## src/rtl/axis_rr_arbiter.sv

```systemverilog
// Frame-granular round-robin merge of two MAC RX AXIS ports into the ibuf writer.
// Stamps the source port into tuser[23:16] and counts delivered frames per port.
module axis_rr_arbiter #(
  parameter logic [7:0] SRC_PORT0 = 8'h01,
  parameter logic [7:0] SRC_PORT1 = 8'h04,
  parameter int         CNT_W     = 32
) (
  input  logic             s_axis_aclk,
  input  logic             s_axis_aresetp,
  input  logic             ctrl_en,
  input  logic [63:0]      s0_axis_tdata,
  input  logic [7:0]       s0_axis_tstrb,
  input  logic [127:0]     s0_axis_tuser,
  input  logic             s0_axis_tvalid,
  input  logic             s0_axis_tlast,
  output logic             s0_axis_tready,
  input  logic [63:0]      s1_axis_tdata,
  input  logic [7:0]       s1_axis_tstrb,
  input  logic [127:0]     s1_axis_tuser,
  input  logic             s1_axis_tvalid,
  input  logic             s1_axis_tlast,
  output logic             s1_axis_tready,
  output logic [63:0]      m_axis_tdata,
  output logic [7:0]       m_axis_tstrb,
  output logic [127:0]     m_axis_tuser,
  output logic             m_axis_tvalid,
  output logic             m_axis_tlast,
  input  logic             m_axis_tready,
  output logic [CNT_W-1:0] frames0,
  output logic [CNT_W-1:0] frames1,
  output logic             busy
);

  typedef enum logic [2:0] {
    S_IDLE = 3'b001,
    S_G0   = 3'b010,
    S_G1   = 3'b100
  } state_t;

  state_t state;
  state_t state_nx;
  logic   last_grant;
  logic   in_frame;
  logic   in_frame_nx;
  logic   end0;
  logic   end1;
  logic   unused_stamp_bits;

  // The incoming stamp field is overwritten with the source port id.
  assign unused_stamp_bits = ^{s0_axis_tuser[23:16],
                               s1_axis_tuser[23:16]};

  always_comb begin
    state_nx       = state;
    in_frame_nx    = in_frame;
    end0           = 1'b0;
    end1           = 1'b0;
    busy           = 1'b0;
    s0_axis_tready = 1'b0;
    s1_axis_tready = 1'b0;
    m_axis_tdata   = '0;
    m_axis_tstrb   = '0;
    m_axis_tuser   = '0;
    m_axis_tvalid  = 1'b0;
    m_axis_tlast   = 1'b0;
    unique case (1'b1)
      state == S_IDLE: begin
        in_frame_nx = 1'b0;
        if (ctrl_en && s0_axis_tvalid &&
            (!s1_axis_tvalid || last_grant))
          state_nx = S_G0;
        else if (ctrl_en && s1_axis_tvalid)
          state_nx = S_G1;
      end
      state == S_G0: begin
        busy           = 1'b1;
        m_axis_tdata   = s0_axis_tdata;
        m_axis_tstrb   = s0_axis_tstrb;
        m_axis_tvalid  = s0_axis_tvalid;
        m_axis_tlast   = s0_axis_tlast;
        m_axis_tuser   = {s0_axis_tuser[127:24], SRC_PORT0,
                          s0_axis_tuser[15:0]};
        s0_axis_tready = m_axis_tready;
        if (s0_axis_tvalid && m_axis_tready) begin
          in_frame_nx = !s0_axis_tlast;
          if (s0_axis_tlast) begin
            end0 = 1'b1;
            if (ctrl_en && s1_axis_tvalid)
              state_nx = S_G1;
            else if (ctrl_en && s0_axis_tvalid)
              state_nx = S_G0;
            else
              state_nx = S_IDLE;
          end
        end else if (!in_frame && !s0_axis_tvalid) begin
          // Re-granted after a frame but nothing followed: release.
          state_nx = S_IDLE;
        end
      end
      state == S_G1: begin
        busy           = 1'b1;
        m_axis_tdata   = s1_axis_tdata;
        m_axis_tstrb   = s1_axis_tstrb;
        m_axis_tvalid  = s1_axis_tvalid;
        m_axis_tlast   = s1_axis_tlast;
        m_axis_tuser   = {s1_axis_tuser[127:24], SRC_PORT1,
                          s1_axis_tuser[15:0]};
        s1_axis_tready = m_axis_tready;
        if (s1_axis_tvalid && m_axis_tready) begin
          in_frame_nx = !s1_axis_tlast;
          if (s1_axis_tlast) begin
            end1 = 1'b1;
            if (ctrl_en && s0_axis_tvalid)
              state_nx = S_G0;
            else if (ctrl_en && s1_axis_tvalid)
              state_nx = S_G1;
            else
              state_nx = S_IDLE;
          end
        end else if (!in_frame && !s1_axis_tvalid) begin
          state_nx = S_IDLE;
        end
      end
      default: begin
        state_nx    = S_IDLE;
        in_frame_nx = 1'b0;
      end
    endcase
  end

  always_ff @(posedge s_axis_aclk or posedge s_axis_aresetp) begin
    if (s_axis_aresetp) begin
      state      <= S_IDLE;
      in_frame   <= 1'b0;
      last_grant <= 1'b1;
      frames0    <= '0;
      frames1    <= '0;
    end else begin
      state    <= state_nx;
      in_frame <= in_frame_nx;
      if (end0) begin
        last_grant <= 1'b0;
        frames0    <= frames0 + CNT_W'(1);
      end
      if (end1) begin
        last_grant <= 1'b1;
        frames1    <= frames1 + CNT_W'(1);
      end
    end
  end

endmodule

```

## config.mk

```make
export PLATFORM = sky130hd
export DESIGN_NAME = axis_rr_arbiter
export DESIGN_NICKNAME = d
export VERILOG_FILES = /design/src/rtl/axis_rr_arbiter.sv
export SDC_FILE = /design/constraint.sdc
export NUM_CORES = 1
export LEC_CHECK = 0
export ABC_AREA = 0
export CELL_PAD_IN_SITES_DETAIL_PLACEMENT = 0
export CELL_PAD_IN_SITES_GLOBAL_PLACEMENT = 2
export CORE_AREA = 2 2 262 264
export CTS_BUF_LIST = sky130_fd_sc_hd__clkbuf_4
export DETAILED_ROUTE_END_ITERATION = 8
export DIE_AREA = 0 0 264 266
export GPL_ROUTABILITY_DRIVEN = 0
export PLACE_DENSITY = 0.59
export SLEW_MARGIN = 15
export SYNTH_ARGS = -nofsm -noshare
export SYNTH_HDL_FRONTEND = slang
export SYNTH_SLANG_ARGS = --single-unit
```

## constraint.sdc

```tcl
create_clock -name s_axis_aclk -period 2.9 [get_ports s_axis_aclk]
set_input_delay 0.58 -clock s_axis_aclk [delete_from_list [all_inputs] [get_ports s_axis_aclk]]
set_output_delay 0.58 -clock s_axis_aclk [all_outputs]
set_load 0.01 [all_outputs]
```

==> impl_metrics.py, run 1 <==
metrics = {
    "run_status": {
        "status": "finished clean",
    },
    "logic_synthesis": {
        "synthAdderAreaFrac": 0.00473,
        "synthMuxAreaShare": 0.00852,
        "avgSynthCellArea_um2": 9.61,
        "yosys_warnings": 0,
        "synth_top_family_by_area": "compound AO/OA/AOI/OAI gates",
        "synth_edf_count": 0,
        "synth.distinct_cells": 49,
        "ys.flop_type": "dfrtp_1",
        "synthSimpleGateAreaFrac": 0.159,
        "synth-async-reset-ratio": 1.00,
        "synth_xor_area_frac": 0.103,
        "synthCells": 550,
        "ys_ff_latch": 69,
        "ys_seq_area_frac": 0.327,
        "synth_compound_gate_area_share": 0.341,
        "netlist_area_mm2": 0.00529,
    },
    "layout": {
        "drive_gt1_frac": 0.227,
        "area_growth_syn_to_layout_pct": 157,
        "stdcell_area_mm2": 0.0136,
        "nFillCells": 7518,
        "fin_nets": 1655,
        "fin_util": 0.200,
    },
    "floorplan": {
        "dieWidth_um": 264,
        "io_pins": 677,
        "std_cell_rows": 96,
        "die_h_um": 266,
        "dieArea_mm2": 0.0702,
        "start_util": 0.0781,
        "coreArea_mm2": 0.0677,
    },
    "critical_path": {
        "critPathLaunchType": "flip-flop",
        "critPathRequiredTime_ns": 2.32,
        "end_kind": "output port",
        "cpMaxStageDelayCell": "or3b_4",
        "cp_cell_sequence": "or3b_4 > inv_12 > buf_16 > buf_6 > buf_4 > a22o_1 > dlygate4sd2_1",
        "slowest_delay_ns": 0.46,
        "cp_max_fo": 5,
        "cp.arrival_ns": 2.26,
        "path_class": "flip-flop to output port",
    },
    "cts": {
        "htree_levels": 3,
        "cts_tree": "done",
        "numCtsBuffers": 9,
        "cts_sinks": 69,
        "clockBufferDepth": 2,
        "ctsHoldBuffers": 0,
        "clkLatencyLatePin_ns": 0.48,
        "clockRootBuffer": "clkbuf_4",
        "cts.clk_slew.worst_paths_ns": 0.13,
    },
    "global_routing": {
        "grt_pass1_wl_um": 81100,
        "overflow": 0,
        "grt_start_max_net_pins": 33,
        "grt_pass1_vias": 7906,
        "grtUsageTotal": 0.175,
        "antenna_found_initial": 93,
    },
    "placed_design": {
        "port_buffers": 654,
        "postPlaceCellArea_mm2": 0.0131,
        "pre_cts_ws_ns": 0.0952,
        "dpl.hpwl_um": 56100,
    },
    "drt": {
        "drt_first_pass_iters": 5,
        "antenna_left": 0,
        "drt-total-wl_um": 65200,
        "dr_total_vias": 8187,
        "drt_first_iter_violations": 504,
        "avgRoutedWirePerCell_um": 30.4,
        "remaining_drc_errors": 0,
        "viasPerCell": 3.82,
    },
    "power": {
        "combPwrFrac": 0.729,
        "power_leakage_nw": 5.96,
        "switching_power_w": 0.00251,
        "ir_drop_mv": 0.311,
        "swShare": 0.408,
        "p_int_w": 0.00364,
        "power_density_mw_per_mm2": 453,
        "clockPowerShare": 0.095,
        "seqPwrFrac": 0.176,
    },
    "sta": {
        "hold_viol": 0,
        "rsz0062_at_grt": "true",
        "max_freq_ghz": 0.353,
        "holdWs_ns": 0.457,
        "drv_slew": 0,
        "clock_skew_ns": 0.0315,
        "worst_slew_pin_slew_ns": 0.531,
        "setup_viol": 0,
        "setup_ws_ns": 0.0634,
        "finalCriticalPeriod_ns": 2.84,
        "timing.final.crit_share": 0.978,
        "slew_headroom": 0.645,
    },
    "job": {
        "cap_violations": 0,
    },
    "hold_path": {
        "hp-class": "primary input to async pin",
    },
}
## cells in the final DEF (no fill, tap or decap), types with 5 or more instances in the layout
cell type	Yosys	layout
buf_16	0	9
clkbuf_4	0	9
inv_1	6	5
nand4_1	11	11
clkdlybuf4s15_2	0	26
clkbuf_16	0	5
buf_2	22	68
xnor2_1	41	41
dlymetal6s2s_1	0	12
nand2_1	32	32
xor2_1	21	21
clkdlybuf4s15_1	0	13
buf_12	0	19
and3_1	15	15
a22o_1	193	184
diode_2	0	12
nor2_1	16	16
nor3_1	7	7
buf_6	1	14
buf_4	7	33
a22o_4	0	9
conb_1	1	6
dlygate4sd2_1	0	17
nand3_1	24	24
clkdlybuf4s50_1	0	455
dfrtp_1	67	67
o22ai_1	5	5
clkbuf_2	0	56
## synthesized netlist by cell type (4+ instances only)
cell	number	area, um2
a22o_1	193	1690
dfrtp_1	67	1680
xnor2_1	41	359
nand2_1	32	120
nand3_1	24	120
buf_2	22	110
clkbuf_1	22	82.6
xor2_1	21	184
nor2_1	16	60.1
and3_1	15	93.8
nand4_1	11	68.8
buf_4	7	52.6
nor3_1	7	35.0
inv_1	6	22.5
o22ai_1	5	31.3
a21oi_1	4	20.0
and2_1	4	25.0
and4_1	4	35.0
mux2_2	4	45.0
o21ai_0	4	20.0
## final cells by class
cell class	count	area [um2]	area share
multi-input combinational	424	3370	0.248
antenna	12	30.0	0.00221
tap	882	1100	0.0813
clock inverter	7	48.8	0.00359
clock buffer	9	67.6	0.00497
inverter	8	58.8	0.00433
timing repair inverter	2	27.5	0.00203
sequential	69	1730	0.127
timing repair buffer	731	7150	0.526
## power groups by stage
stage	Clock [W]	Sequential, W	Combinational [W]
final	0.000585	0.00108	0.00449
after global routing	0.000659	0.00109	0.00472
after CTS	0.000622	0.00108	0.00450
after detailed placement	0	0.00110	0.00416
after global placement	0	0.00110	0.00418
after floorplan	0	0.00110	0.00162
## path summary, 6_finish.rpt
path                           startpoint                to  slack, ns  depth (start not counted)
max                              state[2]  m_axis_tuser[61]       0.06                          7
min                        s_axis_aresetp        frames1[3]       0.46                          2
max in group asynchronous  s_axis_aresetp       frames1[11]       1.88                          3
max reg2reg                      state[2]       frames0[27]       0.43                          9
min reg2reg                   frames0[31]       frames0[31]       0.48                          1
min in group s_axis_aclk      frames0[31]       frames0[31]       0.48                          1
## metal layers
metal	global-route usage	wire, um	up-vias
met2	0.274	28600	539
met3	0.124	10400	174
met5	0	512	-
li1	-	-	3550
met1	0.190	23500	3842
met4	0.0468	2200	82
## critical path: cells and delay by family, from the launching register on
| family | cells | cell delay (ns) |
|---|---|---|
| buffers and inverters | 5 | 0.78 |
| AO/OA/AOI/OAI | 1 | 0.13 |
| AND/OR/NAND/NOR | 1 | 0.46 |
| flip-flops | 1 | 0.41 |
## per-stage QoR
step | total power (W) | TNS [ns] | instances
CTS | 0.00620 | -1.49 | 2127
global route | 0.00647 | -0.341 | 2138
global placement | 0.00528 | 0 | 2079
finish | 0.00615 | 0 | 2144
floorplan | 0.00272 | 0 | 555
detailed placement | 0.00527 | 0 | 2079
## registers in the layout (all words and copies together) (netlist names)
register    count
frames0        32
state           3
last_grant      1
frames1        32
in_frame        1
## repair_timing
item / 4_1_cts / 5_1_grt
setup buffers: 21 / 3
gates cloned: 12 / 5
setup endpoints to repair: 195 / 130
gates resized for setup: 510 / 140
pin swaps: 5 / 6
## cells by family (layout without fill, tap and decap cells)
| group | after synthesis | after routing |
|---|---|---|
| other | 1 | 18 |
| buffers and inverters | 62 | 757 |
| AND/OR/NAND/NOR | 139 | 139 |
| multiplexers | 4 | 4 |
| adder cells (fa/ha/maj) | 2 | 2 |
| AO/OA/AOI/OAI | 211 | 211 |
| XOR/XNOR | 62 | 62 |
| flip-flops | 69 | 69 |
No activity file was read; power rests on OpenSTA's default activity.
==> run 2: changes to the inputs <==
--- a/config.mk
+++ b/config.mk
@@ -18,3 +18,4 @@
 export SYNTH_ARGS = -nofsm -noshare
 export SYNTH_HDL_FRONTEND = slang
 export SYNTH_SLANG_ARGS = --single-unit
+export TNS_END_PERCENT = 50
==> run 2 against run 1 <==
Compared with the run above:
- wire length down 1.2%
- flip-flop and latch count stayed put
- final area is 0.96% lower
- sequential share of layout area grew 0.12 points
- via count fell by 0.37%
- global-route usage fell by 0.089 points
- total power is 2.3% lower
- combinational power fell by 3%
- critical path type unchanged
==> impl_metrics.py, run 2 (synthesis gave the netlist of run 1 again) <==
metrics = {
    "critical_path": {
        "critPathRequiredTime_ns": 2.32,
        "cpMaxStageDelayCell": "dfstp_2",
        "end_kind": "output port",
        "critPathLaunchType": "flip-flop",
        "cpMostUsedCell": "buf_4",
        "path_class": "flip-flop to output port",
        "slowest_delay_ns": 0.57,
        "cp_max_fo": 4,
        "cp.arrival_ns": 2.27,
        "cp_cell_sequence": "or3b_4 > inv_12 > buf_4 > clkbuf_16 > buf_4 > a22o_4 > dlygate4sd2_1",
    },
    "drt": {
        "drt_first_iter_violations": 521,
        "dr_total_vias": 8157,
        "remaining_drc_errors": 0,
        "viasPerCell": 3.78,
        "drt-total-wl_um": 64400,
        "antenna_left": 0,
        "avgRoutedWirePerCell_um": 29.9,
        "drt_first_pass_iters": 5,
    },
    "cts": {
        "clockRootBuffer": "clkbuf_4",
        "cts_tree": "done",
        "htree_levels": 3,
        "cts.clk_slew.worst_paths_ns": 0.13,
        "cts_sinks": 69,
        "ctsHoldBuffers": 0,
        "numCtsBuffers": 9,
        "clkLatencyLatePin_ns": 0.48,
        "clockBufferDepth": 2,
    },
    "sta": {
        "finalCriticalPeriod_ns": 2.85,
        "holdWs_ns": 0.456,
        "timing.final.crit_share": 0.984,
        "max_freq_ghz": 0.350,
        "hold_viol": 0,
        "worst_slew_pin_slew_ns": 0.531,
        "clock_skew_ns": 0.0325,
        "slew_headroom": 0.645,
        "drv_slew": 0,
        "rsz0062_at_grt": "true",
        "setup_viol": 0,
    },
    "run_status": {
        "status": "finished clean",
    },
    "power": {
        "p_total_w": 0.00601,
        "ir_drop_mv": 0.311,
        "power_density_mw_per_mm2": 447,
        "power_leakage_nw": 5.76,
    },
    "placed_design": {
        "dpl.hpwl_um": 56100,
        "dpl.cell_count": 2079,
        "port_buffers": 654,
    },
    "layout": {
        "fin_nets": 1652,
        "nFillCells": 7527,
        "regArea_mm2": 0.00173,
        "multi_input_area_mm2": 0.00337,
        "area_growth_syn_to_layout_pct": 154,
        "final_cells": 2156,
        "final_common_cell": "clkdlybuf4s50_1",
        "reg.largest.list": "frames0: 32 flops, frames1: 32 flops, state: 3 flops",
        "layout_common_cells": "455 x clkdlybuf4s50_1, 184 x a22o_1, 91 x clkbuf_2",
        "drive_gt1_frac": 0.213,
    },
    "job": {
        "cap_violations": 0,
    },
    "floorplan": {
        "start_util": 0.0781,
        "io_pins": 677,
        "dieArea_mm2": 0.0702,
        "std_cell_rows": 96,
        "dieWidth_um": 264,
        "die_h_um": 266,
        "coreArea_mm2": 0.0677,
    },
    "global_routing": {
        "antenna_found_initial": 93,
        "grt_start_max_net_pins": 33,
        "grt_pass1_vias": 7922,
        "grt_pass1_wl_um": 80500,
        "overflow": 0,
        "grtUsageTotal": 0.175,
    },
    "hold_path": {
        "hp-class": "primary input to async pin",
    },
}
-- run 2: power breakdown --
group,leakage [nW],internal (W),switching [W]
registers,0.935,0.00103,0.0000541
logic,4.77,0.00233,0.00201
clock network,0.0582,0.000177,0.000409
total,5.76,0.00354,0.00247
-- run 2: layout make-up --
type,count,share of cell area
tap,882,0.0820
multi-input combinational,424,0.250
timing repair inverter,2,0.00186
inverter,8,0.00437
antenna,27,0.00502
clock inverter,7,0.00363
clock buffer,9,0.00502
timing repair buffer,728,0.519
sequential,69,0.129
-- run 2: routing by layer --
layer	vias up	GRT usage	part of all wire
met5	-	0	0.0074
met4	74	0.0714	0.040
met3	164	0.132	0.17
met2	530	0.260	0.43
met1	3826	0.184	0.36
li1	3563	-	-
-- run 2: per-stage QoR --
stage	utilization	cell area [um2]	TNS, ns	worst slack (ns)
after CTS	0.201	13600	-0.0951	-0.0436
final	0.199	13500	0	0.0468
after detailed placement	0.194	13100	0	0.0952
after floorplan	-	5310	0	0.583
after global placement	0.194	13100	0	0.111
after global routing	0.198	13400	-0.164	-0.0338
-- run 2: path summary, 6_finish.rpt --
kind | from | slack [ns] | cells past startpoint | end
min in group s_axis_aclk | frames0[31] | 0.48 | 1 | frames0[31]
max reg2reg | state[2] | 0.50 | 8 | frames0[27]
max in group asynchronous | s_axis_aresetp | 1.88 | 3 | frames1[11]
min reg2reg | frames0[31] | 0.48 | 1 | frames0[31]
max | state[0] | 0.05 | 7 | m_axis_tuser[51]
min | s_axis_aresetp | 0.46 | 2 | frames1[3]
-- run 2: timing repair --
item                       4_1_cts  5_1_grt
setup endpoints to repair      195      127
pin swaps                        3        4
resized for setup              358      221
buffers inserted                15        7
gates cloned                    10        2
-- run 2: worst max-delay path, delay by kind of cell, from the launching register on --
family / cells / cell delay, ns
DFF: 1 / 0.57
AOI/OAI and AO/OA: 1 / 0.28
and+or+nand+nor: 1 / 0.19
buffers and inverters: 5 / 0.76
==> variant, RTL diff (config.mk and constraints of run 2) <==
Re-encode `state_t` (3 states) as binary, 2 bits wide.
--- a/src/rtl/axis_rr_arbiter.sv
+++ b/src/rtl/axis_rr_arbiter.sv
@@ -31,10 +31,10 @@
   output logic             busy
 );
 
-  typedef enum logic [2:0] {
-    S_IDLE = 3'b001,
-    S_G0   = 3'b010,
-    S_G1   = 3'b100
+  typedef enum logic [1:0] {
+    S_IDLE = 2'd0,
+    S_G0   = 2'd1,
+    S_G1   = 2'd2
   } state_t;
 
   state_t state;
Check against the original RTL: same outputs for any inputs over 4 cycles, from zero or initial values and one cycle with s_axis_aresetp high; so few cycles prove little.
==> variant against run 2 <==
Register-to-register slack improved by 0.02 ns. Final area up 10%. Wire length fell by 14%. Clock power up 18%. Setup slack better by 0.053 ns. Area after synthesis up 19%. Sequential cell count shrank 1. Total power up 51%. Critical path type unchanged.
==> variant: results (changes against run 2) <==
family with the most delay on the worst path=buffers and inverters; ratio of cells with drive above 1 in the final layout=14.7% (-6.6 points); CTS root buffer=clkbuf_4; first-pass GRT wire length=72100 microns (-10%); multi-input logic area=4470 sq um (+33%); capture point of the worst path=m_axis_tuser[11]; clk cell area share=0.994% (+0.13 points); Reg area=1700 sq um (-1.5%); Iter 0 DRT Violations=457 (-12%); HP Class=reg2reg; fmax=0.357 GHz (+1.9%); crit path max fanout=10 (+6); leakage=0.00589 uW (+2.2%); post-synth top area share=26.7% (-5.3 points); slowest stage delay, CP=0.42 ns (-0.15 ns); Overall Global Routing Usage=14.6% (-2.8 points); WL final=55300 microns (-14%); register area share after synthesis=27.1% (-5.6 points); non-clk buf share=49.5% (-2.5 points); Netlist cell types=38 (-22%); Clock transition at path regs=0.15 ns (+0.02 ns); maximum VDD drop=0.340 mV (+9.4%); CTS H-tree lvls=3 (unchanged); Clock Skew=0.0296 ns (-0.00291 ns); placed insts=2277 (+9.5%); Slowest-stage cell, CP=dfrtp_1; fillers=7605 (+1.0%); setup slack, reg-to-reg=0.52 ns (+0.02 ns); final hold slack=0.482 ns (+0.0256 ns); Post-DP Area=14300 sq um (+8.6%); antenna violations before repair=52 (-44%); routed len/inst=23.7 microns (-21%); worst path arrival time=2.22 ns (-0.05 ns); Leading cell kind=non-clock buffers; R2R depth=9 (+1); Slew headroom=38.9% (-26 points); multi-input combinational cell count=611 (+44%); RR Endpoint=frames0[31]; Max Root-Sink Buffers=2 (unchanged); HPWL Detailed=46000 microns (-18%); most frequent cells after synthesis=nor2b_1 (195), a22oi_1 (194), dfrtp_1 (67); NumNets Final=1842 (+12%); Antenna Diode Count=20 (-26%); largest net degree at the start of global routing=37 (+12%); via count=8949 (+9.7%); Mapped Cells=758 (+38%); dpl ws=0.161 ns (+0.0655 ns); Seq cells=68 (-1.4%); status=finished, final reports clean; nonclk inv count=9 (-1); top flop regs=frames0 (32), frames1 (32), state (2); Worst R2R Start=state[1]; Buffers excl. clock=727 (-0.14%); synth top area cells=dfrtp_1 (27%), a22oi_1 (23%), nor2b_1 (19%); Seq/total area=11.5% (-1.4 points); CP Launch Point=state[0]
## variant: metal layers
metal | wire length (microns) | GRT usage (%) | vias up
met5 | 44 | 0 | -
met4 | 2320 | 8.14 | 6
met3 | 4550 | 5.13 | 106
met2 | 28000 | 24.9 | 463
met1 | 20400 | 15.9 | 4251
li1 | - | - | 4123
## variant: where the power goes
part | total [uW] | leakage [uW] | internal (uW) | switching (uW)
clock network | 690 | 0.0000741 | 274 | 417
registers | 1080 | 0.000938 | 1010 | 70.5
logic | 7300 | 0.00488 | 3890 | 3410
## variant: kinds of logic after synthesis
logic type                 share of synthesized area (%)
adders and majority gates                           1.59
DFF                                                 27.1
muxes                                              0.896
AOI/OAI and AO/OA                                   24.2
buffers and inverters                               5.60
other                                             0.0597
and+or+nand+nor                                     31.9
xor gates and xnor gates                            8.64
## variant: what timing repair did
item,CTS,global route
setup endpoints to repair,196,81
buffers inserted,7,1
hold endpoints to repair,0,0
pin swaps,3,5
cloned,6,6
resized for setup,298,112
